### src/rtl/galaga_duel_ctrl.sv
// Two-player duel controller: lanes, fire cooldown, armour, lives and IDLE/PLAY/OVER flow.
// Optional build macro GALAGA_WRAP_EN makes lane movement wrap instead of saturating.
module galaga_duel_ctrl #(
  parameter int LANES    = 3,
  parameter int LANE_W   = 2,
  parameter int LIVES    = 3,
  parameter int LIFE_W   = 2,
  parameter int ARMOR    = 1,
  parameter int ARM_W    = 1,
  parameter int COOLDOWN = 4,
  parameter int CD_W     = 3
) (
  input  logic              CLK,
  input  logic              RST,
  input  logic              START,
  input  logic              P1_LEFT,
  input  logic              P1_RIGHT,
  input  logic              P1_FIRE,
  input  logic              P2_LEFT,
  input  logic              P2_RIGHT,
  input  logic              P2_FIRE,
  output logic [LANE_W-1:0] P1_POS,
  output logic [LANE_W-1:0] P2_POS,
  output logic [LIFE_W-1:0] P1_LIVES,
  output logic [LIFE_W-1:0] P2_LIVES,
  output logic [ARM_W-1:0]  P1_ARMOR,
  output logic [ARM_W-1:0]  P2_ARMOR,
  output logic              ALIGN,
  output logic              HIT1,
  output logic              HIT2,
  output logic              DONE,
  output logic [1:0]        WINNER
);

  localparam logic [1:0] S_IDLE = 2'd0;
  localparam logic [1:0] S_PLAY = 2'd1;
  localparam logic [1:0] S_OVER = 2'd2;

  localparam logic [LANE_W-1:0] POS_INIT  = LANE_W'(LANES / 2);
  localparam logic [LANE_W-1:0] POS_MAX   = LANE_W'(LANES - 1);
  localparam logic [LIFE_W-1:0] LIFE_INIT = LIFE_W'(LIVES);
  localparam logic [ARM_W-1:0]  ARM_INIT  = ARM_W'(ARMOR);
  localparam logic [CD_W-1:0]   CD_INIT   = CD_W'(COOLDOWN);

  logic [1:0]        state, state_d;
  logic [LANE_W-1:0] p1_pos, p1_pos_d, p2_pos, p2_pos_d;
  logic [LIFE_W-1:0] p1_lives, p1_lives_d, p2_lives, p2_lives_d;
  logic [ARM_W-1:0]  p1_armor, p1_armor_d, p2_armor, p2_armor_d;
  logic [CD_W-1:0]   p1_cd, p1_cd_d, p2_cd, p2_cd_d;
  logic              hit1_q, hit1_d, hit2_q, hit2_d;
  logic [1:0]        winner_q, winner_d;
  logic              fire1, fire2;
  logic              align;

  function automatic logic [LANE_W-1:0] step_pos(input logic [LANE_W-1:0] pos,
                                                 input logic left, input logic right);
    logic [LANE_W-1:0] nxt;
    nxt = pos;
    if (left && !right) begin
      if (pos != '0)
        nxt = pos - LANE_W'(1);
`ifdef GALAGA_WRAP_EN
      else
        nxt = POS_MAX;
`endif
    end else if (right && !left) begin
      if (pos != POS_MAX)
        nxt = pos + LANE_W'(1);
`ifdef GALAGA_WRAP_EN
      else
        nxt = '0;
`endif
    end
    return nxt;
  endfunction

  assign align = (p1_pos == p2_pos);

  always_comb begin
    state_d    = state;
    p1_pos_d   = p1_pos;
    p2_pos_d   = p2_pos;
    p1_lives_d = p1_lives;
    p2_lives_d = p2_lives;
    p1_armor_d = p1_armor;
    p2_armor_d = p2_armor;
    p1_cd_d    = p1_cd;
    p2_cd_d    = p2_cd;
    hit1_d     = 1'b0;
    hit2_d     = 1'b0;
    winner_d   = winner_q;
    fire1      = 1'b0;
    fire2      = 1'b0;
    case (state)
      S_PLAY: begin
        fire1    = P1_FIRE && (p1_cd == '0);
        fire2    = P2_FIRE && (p2_cd == '0);
        p1_pos_d = step_pos(p1_pos, P1_LEFT, P1_RIGHT);
        p2_pos_d = step_pos(p2_pos, P2_LEFT, P2_RIGHT);
        p1_cd_d  = fire1 ? CD_INIT : ((p1_cd != '0) ? p1_cd - CD_W'(1) : p1_cd);
        p2_cd_d  = fire2 ? CD_INIT : ((p2_cd != '0) ? p2_cd - CD_W'(1) : p2_cd);
        // Hits are judged on pre-edge positions; armour absorbs before lives.
        hit1_d   = fire1 && align;
        hit2_d   = fire2 && align;
        if (hit1_d) begin
          if (p2_armor != '0)
            p2_armor_d = p2_armor - ARM_W'(1);
          else if (p2_lives != '0)
            p2_lives_d = p2_lives - LIFE_W'(1);
        end
        if (hit2_d) begin
          if (p1_armor != '0)
            p1_armor_d = p1_armor - ARM_W'(1);
          else if (p1_lives != '0)
            p1_lives_d = p1_lives - LIFE_W'(1);
        end
        if ((p1_lives_d == '0) || (p2_lives_d == '0)) begin
          state_d  = S_OVER;
          winner_d = {p1_lives_d == '0, p2_lives_d == '0};
        end
      end
      default: begin
        if (START) begin
          state_d    = S_PLAY;
          p1_pos_d   = POS_INIT;
          p2_pos_d   = POS_INIT;
          p1_lives_d = LIFE_INIT;
          p2_lives_d = LIFE_INIT;
          p1_armor_d = ARM_INIT;
          p2_armor_d = ARM_INIT;
          p1_cd_d    = '0;
          p2_cd_d    = '0;
          winner_d   = 2'b00;
        end
      end
    endcase
  end

  always_ff @(posedge CLK or posedge RST) begin
    if (RST) begin
      state    <= S_IDLE;
      p1_pos   <= POS_INIT;
      p2_pos   <= POS_INIT;
      p1_lives <= LIFE_INIT;
      p2_lives <= LIFE_INIT;
      p1_armor <= ARM_INIT;
      p2_armor <= ARM_INIT;
      p1_cd    <= '0;
      p2_cd    <= '0;
      hit1_q   <= 1'b0;
      hit2_q   <= 1'b0;
      winner_q <= 2'b00;
    end else begin
      state    <= state_d;
      p1_pos   <= p1_pos_d;
      p2_pos   <= p2_pos_d;
      p1_lives <= p1_lives_d;
      p2_lives <= p2_lives_d;
      p1_armor <= p1_armor_d;
      p2_armor <= p2_armor_d;
      p1_cd    <= p1_cd_d;
      p2_cd    <= p2_cd_d;
      hit1_q   <= hit1_d;
      hit2_q   <= hit2_d;
      winner_q <= winner_d;
    end
  end

  assign P1_POS   = p1_pos;
  assign P2_POS   = p2_pos;
  assign P1_LIVES = p1_lives;
  assign P2_LIVES = p2_lives;
  assign P1_ARMOR = p1_armor;
  assign P2_ARMOR = p2_armor;
  assign ALIGN    = align;
  assign HIT1     = hit1_q;
  assign HIT2     = hit2_q;
  assign DONE     = (state == S_OVER);
  assign WINNER   = winner_q;

endmodule
### config.mk
export PLATFORM = sky130hd
export DESIGN_NAME = galaga_duel_ctrl
export DESIGN_NICKNAME = d
export VERILOG_FILES = /design/src/rtl/galaga_duel_ctrl.sv
export SDC_FILE = /design/constraint.sdc
export NUM_CORES = 1
export LEC_CHECK = 0
export ABC_AREA = 0
export CAP_MARGIN = 20
export CORE_ASPECT_RATIO = 0.5
export CORE_MARGIN = 4
export CORE_UTILIZATION = 30
export CTS_CLUSTER_DIAMETER = 120
export DETAILED_ROUTE_END_ITERATION = 10
export PLACE_DENSITY = 0.57
export SLEW_MARGIN = 20
export SYNTH_ARGS = -nofsm -noshare
export SYNTH_HDL_FRONTEND = slang
export SYNTH_SLANG_ARGS = --single-unit
### constraint.sdc
create_clock -name CLK -period 1.85 [get_ports CLK]
set_clock_uncertainty 0.15 [all_clocks]
set_input_delay 0.2775 -clock CLK [delete_from_list [all_inputs] [get_ports CLK]]
set_output_delay 0.2775 -clock CLK [all_outputs]
set_load 0.01 [all_outputs]
; ---- After elaboration in Yosys (flattened, before gate mapping)
; Index checks and enable logic that the tools add are counted.
[classes]
n_eq_ne = 16
shift = 0
mul = 0
n_addsub = 10
order_cmp = 0
n_reduce_logical = 31
bitwise_logic = 0
muxes = 43
div_mod_pow = 0
[op_table]
columns = operator, count
row1 = $mux W2, 27
row2 = $ne A3 B3 Y1 const B, 8
row3 = $mux W3, 7
row4 = $ne A2 B2 Y1 const B, 5
row5 = $reduce_and A2 Y1, 5
row6 = $reduce_bool A2 Y1, 5
row7 = $mux W1, 9
row8 = $logic_and A1 B1 Y1, 8
row9 = $reduce_and A4 Y1, 2
row10 = $sub A2 B1 Y2 const B, 4
row11 = $logic_not A3 Y1, 2
row12 = $reduce_bool A3 Y1, 2
row13 = $sub A3 B1 Y3 const B, 2
row14 = $add A2 B1 Y2 const B, 2
row15 = $logic_not A1 Y1, 4
row16 = $logic_not A2 Y1, 2
row17 = $eq A2 B1 Y1 const B, 1
row18 = $eq A2 B2 Y1, 1
row19 = $eq A2 B2 Y1 const B, 1
row20 = $sub A1 B1 Y1 const B, 2
row21 = $logic_or A1 B1 Y1, 1
[totals]
wordCells = 112
ff_bits = 22
mem_count = 0
out_inout_bits = 16
latchBits = 0
romBits = 0
mem_bits_rw = 0

; ---- Longest topological paths before layout
; Gate-level depths: netlist of run 1.
[logic_depth]
word_depth = 9
depth_mapped = 6
depth_no_buf = 6

; ---- Worst setup path after synthesis of run 1
; OpenSTA, ideal clock, no wires.
[synth_timing]
path_type = register to register
from = reg p2_cd[0]
to = reg winner_q[0], in the netlist WINNER[0]
period_less_slack_ns = 1.752
required_time_ns = 1.580
setup_ns = 0.120
path_buffers = 0
setup_slack_ns = 0.098
stages_incl_launch_ff = 7
arrival_ns = 1.482
path_cell_list = dfrtp_1 -> inv_1 -> ha_1 -> and4bb_1 -> nand3_1 -> a211o_1 -> a31o_1
[synth_via]
elab_chain_cells = 9
[synth_lines]
columns = item, line_no
row1 = "start, declared", 49  ; logic [CD_W-1:0] p1_cd, p1_cd_d, p2_cd, p2_cd_d;
row2 = "start signal, assigned", 162  ; p2_cd <= p2_cd_d;
row3 = $logic_not A3 Y1, 97  ; fire2 = P2_FIRE && (p2_cd == '0);
row4 = $logic_and A1 B1 Y1, 97
row5 = $logic_and A1 B1 Y1, 104  ; hit2_d = fire2 && align;
row6 = $mux W2, 111  ; if (hit2_d) begin
row7 = $mux W2, 94  ; case (state)
row8 = $logic_not A2 Y1, 117  ; if ((p1_lives_d == '0) || (p2_lives_d == '0)) begin
row9 = $logic_or A1 B1 Y1, 117
row10 = $ne A2 B2 Y1 (no source line), n/a
row11 = $reduce_and A2 Y1 (no source line), n/a
row12 = "end signal, assigned", 165  ; winner_q <= winner_d;
row13 = "end, declared", 51  ; logic [1:0] winner_q, winner_d;
; Every way passes these cells. The select of a mux whose other input is x is not followed.
; A chain may end at the register's enable or synchronous reset.

; ---- Worst setup path after layout of run 1
[layout_timing]
from = reg p2_lives[0], in the netlist P2_LIVES[0]
to = out P2_LIVES[0]
[layout_rtl]
columns = item, line_no
row1 = "start, declared", 47  ; logic [LIFE_W-1:0] p1_lives, p1_lives_d, p2_lives, p2_lives_d;
row2 = "start signal, assigned", 158  ; p2_lives <= p2_lives_d;
row3 = "end, declared", 25  ; output logic [LIFE_W-1:0] P2_LIVES,
; No word-level cell between the ends.

==> impl_metrics.json, run 1 <==
{
  "root_buffer": "clkbuf_8",
  "grt_pass1_wl_um": 4770,
  "crit_type": "flip-flop to output pin",
  "period_needed_ns": 1.80,
  "cp-startpoint": "P2_LIVES[0]",
  "setup_violations": 0,
  "die-area_um2": 5320,
  "syn_area_um2": 1250,
  "ant_nets": 0,
  "drcViolationCount": 0,
  "synthAdderAreaFrac_pct": 6.01,
  "drive_gt1_share_pct": 17.9,
  "grt_overflow": 0,
  "cp_max_fo": 6,
  "p_per_area_nw_per_um2": 1660,
  "worst-path-buf-inv": 1,
  "reg2reg_depth": 6,
  "synth-xor-area-share_pct": 4.01,
  "yosysSeqAreaShare_pct": 44.9,
  "hold_path.class": "primary input to async pin",
  "fmax_mhz": 554,
  "ys_warn_count": 0,
  "area_delta_synth_final_pct": 37.2,
  "cts_buffer_depth": 2,
  "tightest_slew_ns": 0.442,
  "cts_inserted_buffers": 3,
  "worstReg2RegStart": "p2_cd[0]",
  "cts_max_level": 1,
  "rrSetupSlack_ns": 0.12,
  "start_util_pct": 31.5,
  "finalNonFillerCells": 227,
  "diodes": 0,
  "arrival_ns": 1.38,
  "io_pins": 25,
  "slew_headroom_pct": 70.5,
  "grt_max_degree": 23,
  "synth.net_count": 147,
  "post_dp_cell_area_um2": 1660,
  "synthMuxAreaShare_pct": 3.21,
  "maxSlewViolCount": 0,
  "drtPass1Iterations": 4,
  "tns_ns": 0,
  "critPathTopFamily": "flip-flops",
  "ys_types": 35,
  "start_kind": "flip-flop",
  "rsz0062_at_grt": "no",
  "max_cap_viol_count": 0,
  "coreArea_um2": 3960,
  "cts.reportedPaths.clkPinSlew_ns": 0.08,
  "synthCells": 132,
  "wl_per_cell_um": 11.9,
  "critPathSlowestCell": "dfstp_2",
  "slowest_delay_ns": 0.57,
  "ys_seq_elements": 22,
  "crit_chain": "clkdlybuf4s50_1",
  "row_count": 16,
  "place_congestion": 0.759,
  "port_buffers": 24,
  "fin_crit_sh_pct": 97.5,
  "cts_tree": "done",
  "r2r-end": "WINNER[0]",
  "hpwl_um": 2140,
  "clock-sinks": 22,
  "drt-vias-per-instance": 4.69,
  "worst_ir_drop_vdd_v": 0.000507,
  "cts_hold_buf": 0,
  "avgSynthCellArea_um2": 9.46,
  "end_kind": "output pin",
  "power_leakage_nw": 0.808,
  "drt_wl_total_um": 2700,
  "nets": 189,
  "via_count": 1064,
  "chipHeight_um": 53.6,
  "synth_compound_area_share_pct": 16.9,
  "hold_viol_final": 0,
  "synth_top_family_by_area": "simple AND/OR/NAND/NOR gates",
  "cp.required_ns": 1.42,
  "gr-usage-all-layers_pct": 11.2,
  "fin_area_um2": 1710,
  "first_global_vias": 1027,
  "synth-simple-area-share_pct": 19.6,
  "placed_cells": 222,
  "antenna_found_initial": 0,
  "outcome": "complete, no violations",
  "drt_iter0_markers": 52,
  "clk_latency_ns": 0.26,
  "die_w_um": 99.2
}
[placed cells by master (no fill, tap or decap), types with 2 or more instances in the layout]
master           netlist  final
o22ai_1                3      3
nand4_1                2      2
xnor2_2                2      2
nor2_1                 9      9
ha_1                   6      5
dlygate4sd2_1          0      2
buf_4                  0     16
dfstp_2                8      8
nor3_1                 2      2
xor2_1                 2      2
a22o_1                 2      2
nand2_1               12     12
or4_1                  2      2
nand4bb_1              2      2
dfrtp_1               14     14
dlymetal6s2s_1         0      2
nand3b_1               3      3
clkbuf_8               0      3
a21oi_1                5      5
nand2b_1               3      3
o31ai_1                2      2
o21ai_0                6      6
clkdlybuf4s50_1        0     19
inv_1                 14     14
o21ai_1               11     11
mux2i_1                4      4
nand3_1                4      4
[where the power goes]
| group | internal (mW) | leakage (nW) | switching, mW |
|---|---|---|---|
| clock | 0.153 | 0.0228 | 0.148 |
| sequential | 0.739 | 0.259 | 0.179 |
| combinational | 0.857 | 0.526 | 0.773 |
| total | 1.75 | 0.808 | 1.10 |
[through the flow]
step	setup slack (ns)	hold slack, ns	total power [mW]	util [%]
CTS	0.0137	0.216	2.88	42.8
finish	0.0458	0.203	2.85	43.2
global route	0.000992	0.248	3.12	43.2
global placement	-0.0150	0.319	2.57	41.8
floorplan	0.0980	0.111	1.87	-
detailed placement	-0.0326	0.316	2.59	41.8
[kinds of logic after synthesis]
family                     count (synthesis)
xor gates and xnor gates                   4
and+or+nand+nor                           44
buffers and inverters                     17
AOI/OAI and AO/OA                         35
DFF                                       22
adders and majority gates                  6
muxes                                      4
[final cells by class]
type | count | area, µm²
flip-flops and latches | 22 | 561
inverters | 14 | 52.6
repair buffers | 40 | 363
multi-input cells | 93 | 624
fillers | 399 | 2250
clock buffers | 4 | 45.0
well taps | 54 | 67.6
[how the worst max path moves through the flow]
stage	cells after the start	slack, ns	end
finish	1	0.05	P2_LIVES[0]
global route	1	0.001	P2_LIVES[1]
CTS	2	0.01	DONE
detailed placement	5	-0.03	WINNER[0]
global placement	5	-0.01	P1_POS[0]
floorplan	6	0.1	WINNER[0]
[flip-flops by register name, indices dropped and copies added (netlist names)]
signal    cells
p2_cd         3
HIT1          1
P2_POS        2
P1_LIVES      2
P1_POS        2
p1_cd         3
state         2
WINNER        2
P2_LIVES      2
P2_ARMOR      1
HIT2          1
P1_ARMOR      1
[synth_stat cells]
cell type  number  area share (%)
xor2_1          2             1.4
a2bb2oi_1       1            0.70
nor2_1          9             2.7
o31ai_1         2             1.2
and4bb_1        1             1.0
and4bb_2        1             1.0
and2_1          1            0.50
and2b_1         1            0.60
or4_1           2             1.2
xnor2_2         2             2.6
nand4_1         2             1.0
o21ai_1        11             4.4
o21ai_0         6             2.4
nand4bb_1       2             1.8
o22ai_1         3             1.5
nand3b_1        3             1.8
nand3_1         4             1.6
a211o_1         1            0.70
dfrtp_1        14              28
buf_2           2            0.80
a31oi_1         1            0.50
a21oi_1         5             2.0
a22o_1          2             1.4
mux2i_1         4             3.2
nand2b_1        3             1.5
inv_1          14             4.2
dfstp_2         8              17
a31o_1          1            0.70
clkbuf_1        1            0.30
o211a_1         1            0.80
a22oi_1         1            0.60
nor3_1          2            0.80
nand2_1        12             3.6
ha_1            6             6.0
nor2b_1         1            0.50
[timing repair]
action | 4_1_cts | 5_1_grt
pin swaps | 0 | 2
resized for setup | 3 | 4
buffers inserted | 0 | 1
endpoints found under the setup margin | 3 | 4
[routing by layer]
metal / track usage [%] / vias to the layer above / part of all wire (%)
li1: - / 547 / -
met1: 16.0 / 507 / 52
met2: 17.7 / 10 / 46
met3: 2.46 / 0 / 2.2
met4: 2.04 / 0 / 0
met5: 0 / - / 0
Power figures use the tool's default switching activity.
==> run 2: changes to the inputs <==
PLACE_DENSITY = 0.52   (was 0.57)
RECOVER_POWER = 100   (was default)
==> run 2 against run 1 <==
Against the previous run: final area up 0.95%; die area unchanged; highest routed layer is now met4; global-route usage up 1.3 points; clock-buffer cell count unchanged; first-iteration DRC count down 48%; sequential share of layout area down 0.31 points.
==> impl_metrics.json, run 2 (synthesis results as in run 1) <==
{
  "final.setup.worst_slack_ns": 0.0384,
  "drt_wl_total_um": 3030,
  "antenna_found_initial": 0,
  "multi_input_area_um2": 626,
  "final_cell_mix": "14 x dfrtp_1, 14 x inv_1, 14 x clkdlybuf4s50_1, 14 x buf_4",
  "root_buffer": "clkbuf_8",
  "outcome": "complete, no violations",
  "worst-path-buf-inv": 1,
  "clock-sinks": 22,
  "max_cap_viol_count": 0,
  "crit_chain": "clkdlybuf4s50_1",
  "cts.reportedPaths.clkPinSlew_ns": 0.08,
  "power_leakage_nw": 0.808,
  "clk_latency_ns": 0.26,
  "place_congestion": 0.721,
  "critPathSlowestCell": "dfstp_2",
  "maxSlewViolCount": 0,
  "p_per_area_nw_per_um2": 1670,
  "cts_inserted_buffers": 3,
  "cts_tree": "done",
  "drive_gt1_share_pct": 16.3,
  "slew_headroom_pct": 60.3,
  "chipHeight_um": 53.6,
  "start_util_pct": 31.5,
  "hold_path.class": "flip-flop to flip-flop",
  "diodes": 0,
  "drtPass1Iterations": 3,
  "cp.required_ns": 1.42,
  "timing.hold.ws_ns": 0.326,
  "fill_cells": 393,
  "post-place-ws_ns": -0.0564,
  "nets": 194,
  "cts_buffer_depth": 2,
  "cts_max_level": 1,
  "gr-usage-all-layers_pct": 12.5,
  "cp_max_fo": 5,
  "crit_type": "flip-flop to output pin",
  "worst_ir_drop_vdd_v": 0.000471,
  "rsz0062_at_grt": "no",
  "period_needed_ns": 1.81,
  "grt_overflow": 0,
  "hold_viol_final": 0,
  "tightest_slew_ns": 0.596,
  "post_dp_cell_area_um2": 1680,
  "total_power_mw": 2.89,
  "arrival_ns": 1.38,
  "start_kind": "flip-flop",
  "fin_crit_sh_pct": 97.9,
  "cts_hold_buf": 0,
  "coreArea_um2": 3960,
  "regArea_um2": 561,
  "area_delta_synth_final_pct": 38.5,
  "critPathTopFamily": "flip-flops",
  "fmax_mhz": 552,
  "hpwl_um": 2270,
  "fin_area_um2": 1730,
  "io_pins": 25,
  "row_count": 16,
  "die_w_um": 99.2,
  "grt_max_degree": 23,
  "ant_nets": 0,
  "grt_pass1_wl_um": 5200,
  "via_count": 1075,
  "setup_violations": 0,
  "drcViolationCount": 0,
  "wl_per_cell_um": 13.1,
  "die-area_um2": 5320,
  "slowest_delay_ns": 0.58,
  "port_buffers": 24,
  "drt-vias-per-instance": 4.63,
  "end_kind": "output pin",
  "first_global_vias": 1076,
  "largestRegisters": "p1_cd x3, p2_cd x3",
  "drt_iter0_markers": 27
}
[run 2: final cells by class]
class,count,share of cell area [%]
multi-input cells,93,36.2
repair buffers,45,21.3
flip-flops and latches,22,32.4
inverters,14,3.04
clock buffers,4,3.18
well taps,54,3.91
[run 2: repair_timing]
| action | 4_1_cts | 5_1_grt |
|---|---|---|
| setup buffers | 2 | 1 |
| endpoints found under the setup margin | 4 | 5 |
| resized for setup | 4 | 5 |
[run 2: stage by stage]
step | setup TNS [ns] | cells | util [%]
4_1_cts | 0 | 231 | 44.0
5_1_grt | 0 | 232 | 43.6
2_1_floorplan | 0 | 132 | -
3_5_place_dp | -0.140 | 225 | 42.3
6_report | 0 | 232 | 43.6
3_3_place_gp | -0.0618 | 225 | 42.3
[run 2: layer usage]
layer	part of all wire (%)	routed length [µm]	global-route usage (%)	up-vias
met3	2.6	78	3.10	2
met5	0	0	0	-
met4	0.83	25	2.72	0
li1	-	-	-	555
met2	44	1330	20.8	9
met1	53	1600	16.8	509
[run 2: final timing paths]
kind,startpoint,to,slack [ns],depth (start not counted)
worst max register to register,p2_cd[0],WINNER[0],0.11,6
max in group asynchronous,RST,p2_cd[2],0.72,3
min in group asynchronous,RST,P2_POS[1],0.45,3
worst min-delay path,p2_cd[0],p2_cd[0],0.33,1
worst min register to register,p2_cd[0],p2_cd[0],0.33,1
worst max-delay path,P1_LIVES[1],P1_LIVES[1],0.04,1
[run 2: worst register-to-register path, delay by kind of cell, from the launching register on]
family / cells / cell delay, ns
buf+inv: 1 / 0.09
fa+ha+maj: 1 / 0.16
simple gates: 2 / 0.34
compound gates: 2 / 0.52
flops: 1 / 0.39
[run 2: power by group]
part	switching, mW	internal, mW	total, mW
registers	0.157	0.725	0.881
logic	0.827	0.837	1.66
clock network	0.158	0.190	0.348
total	1.14	1.75	2.89
==> run 3: changes to the inputs <==
CORE_UTILIZATION = 40   (was 30)
PLACE_DENSITY = 0.66   (was 0.52)
REMOVE_ABC_BUFFERS = 1   (was default)
SLEW_MARGIN = default   (was 20)
==> run 3 against run 2 <==
Against the previous run: sequential cell count is the same; clock power fell by 2%; clock-buffer cell count unchanged; core utilization is 17 points higher; via count is 5.1% higher; die area decreased by 22%; hold slack worse by 0.0027 ns; critical endpoint is now P2_LIVES[1]; largest cell class unchanged.
==> impl_metrics.json, run 3 (synthesis results as in run 1) <==
{
  "drt_wl_total_um": 2780,
  "crit_chain": "clkdlybuf4s50_1",
  "internal_power_mw": 1.71,
  "crit_type": "flip-flop to output pin",
  "cts_tree": "done",
  "critPathTopFamily": "flip-flops",
  "root_buffer": "clkbuf_8",
  "row_count": 13,
  "clk_latency_ns": 0.26,
  "combPwrFrac_pct": 56.6,
  "start_util_pct": 44.9,
  "p_per_area_nw_per_um2": 1670,
  "drt-vias-per-instance": 5.26,
  "placed_cells": 210,
  "end_kind": "output pin",
  "wl_per_cell_um": 12.9,
  "clock-sinks": 22,
  "largestRegisters": "p1_cd x3, p2_cd x3",
  "grt_pass1_wl_um": 4930,
  "port_buffers": 24,
  "finalNonFillerCells": 215,
  "fin_crit_sh_pct": 97.4,
  "final_cell_mix": "14 x dfrtp_1, 14 x inv_1, 13 x o21ai_0, 13 x buf_4",
  "drcViolationCount": 0,
  "slew_headroom_pct": 64.2,
  "start_kind": "flip-flop",
  "outcome": "complete, no violations",
  "tightest_slew_ns": 0.537,
  "die_w_um": 87.0,
  "switching_power_mw": 1.12,
  "worst-path-buf-inv": 1,
  "area_delta_synth_final_pct": 36.1,
  "die-area_um2": 4130,
  "coreArea_um2": 2780,
  "ant_nets": 0,
  "cp.required_ns": 1.42,
  "critPathSlowestCell": "dfstp_2",
  "maxSlewViolCount": 0,
  "arrival_ns": 1.37,
  "cts_buffer_depth": 2,
  "gr-usage-all-layers_pct": 15.7,
  "cp_max_fo": 5,
  "worst_ir_drop_vdd_v": 0.000737,
  "cts_inserted_buffers": 3,
  "antenna_found_initial": 0,
  "hold_viol_final": 0,
  "io_pins": 25,
  "drt_iter0_markers": 54,
  "period_needed_ns": 1.80,
  "setup_violations": 0,
  "grt_overflow": 0,
  "rsz0062_at_grt": "no",
  "hpwl_um": 2230,
  "power_leakage_nw": 0.793,
  "clkPwrFrac_pct": 12.0,
  "grt_max_degree": 23,
  "hold_path.class": "flip-flop to flip-flop",
  "nets": 194,
  "cts.reportedPaths.clkPinSlew_ns": 0.08,
  "chipHeight_um": 47.5,
  "timing.hold.ws_ns": 0.323,
  "multi_input_area_um2": 614,
  "cts_max_level": 1,
  "fill_cells": 251,
  "via_count": 1130,
  "max_cap_viol_count": 0,
  "place_congestion": 0.790,
  "drive_gt1_share_pct": 15.7,
  "fmax_mhz": 555,
  "cts_hold_buf": 0,
  "slowest_delay_ns": 0.57,
  "regArea_um2": 561,
  "switching_share_pct": 39.7,
  "first_global_vias": 1078,
  "drtPass1Iterations": 4,
  "pwr-share-seq_pct": 31.4,
  "diodes": 0
}
[run 3: path summary, 6_finish.rpt]
path | depth (start not counted) | endpoint | slack, ns | start
max | 1 | P2_LIVES[1] | 0.05 | P2_LIVES[1]
min | 1 | p2_cd[0] | 0.32 | p2_cd[0]
max reg2reg | 6 | WINNER[0] | 0.09 | p2_cd[0]
min reg2reg | 1 | p2_cd[0] | 0.32 | p2_cd[0]
max in group asynchronous | 3 | P1_LIVES[0] | 0.76 | RST
min in group asynchronous | 3 | HIT1 | 0.43 | RST
[run 3: cell type report]
class | instances | area share [%]
flip-flops and latches | 22 | 33.0
clock buffers | 4 | 3.24
repair buffers | 45 | 21.8
inverters | 14 | 3.09
multi-input cells | 93 | 36.2
well taps | 37 | 2.72
[run 3: what timing repair did]
action	CTS	global route
pin swaps	0	1
gates resized for setup	3	5
setup buffers	0	1
setup endpoints to repair	3	5
[run 3: through the flow]
step                setup TNS (ns)  power (mW)  utilization [%]  worst slack (ns)  instance area, µm²
floorplan                        0        1.84                -            0.0980                1230
finish                           0        2.84             61.1            0.0490                1700
CTS                              0        2.97             61.9            0.0173                1720
detailed placement         -0.0706        2.65             60.1           -0.0385                1670
global route                     0        3.11             61.1           0.00785                1700
global placement           -0.0418        2.61             60.1           -0.0233                1670
[run 3: power by group through the flow]
stage / Combinational (mW) / Sequential, mW / Clock (mW)
3_5_place_dp: 1.72 / 0.927 / 0
6_report: 1.61 / 0.890 / 0.342
3_3_place_gp: 1.69 / 0.914 / 0
2_1_floorplan: 0.864 / 0.981 / 0
4_1_cts: 1.70 / 0.918 / 0.352
5_1_grt: 1.81 / 0.920 / 0.382
[run 3: layer usage]
layer  part of all wire [%]  track usage (%)  wire (µm)  vias to the layer above
met5                      0                0          0                        -
met4                   0.90             3.73         25                        0
met3                    6.6             3.61        184                        5
met2                     44             27.1       1220                       40
met1                     49             20.6       1350                      525
li1                       -                -          -                      560
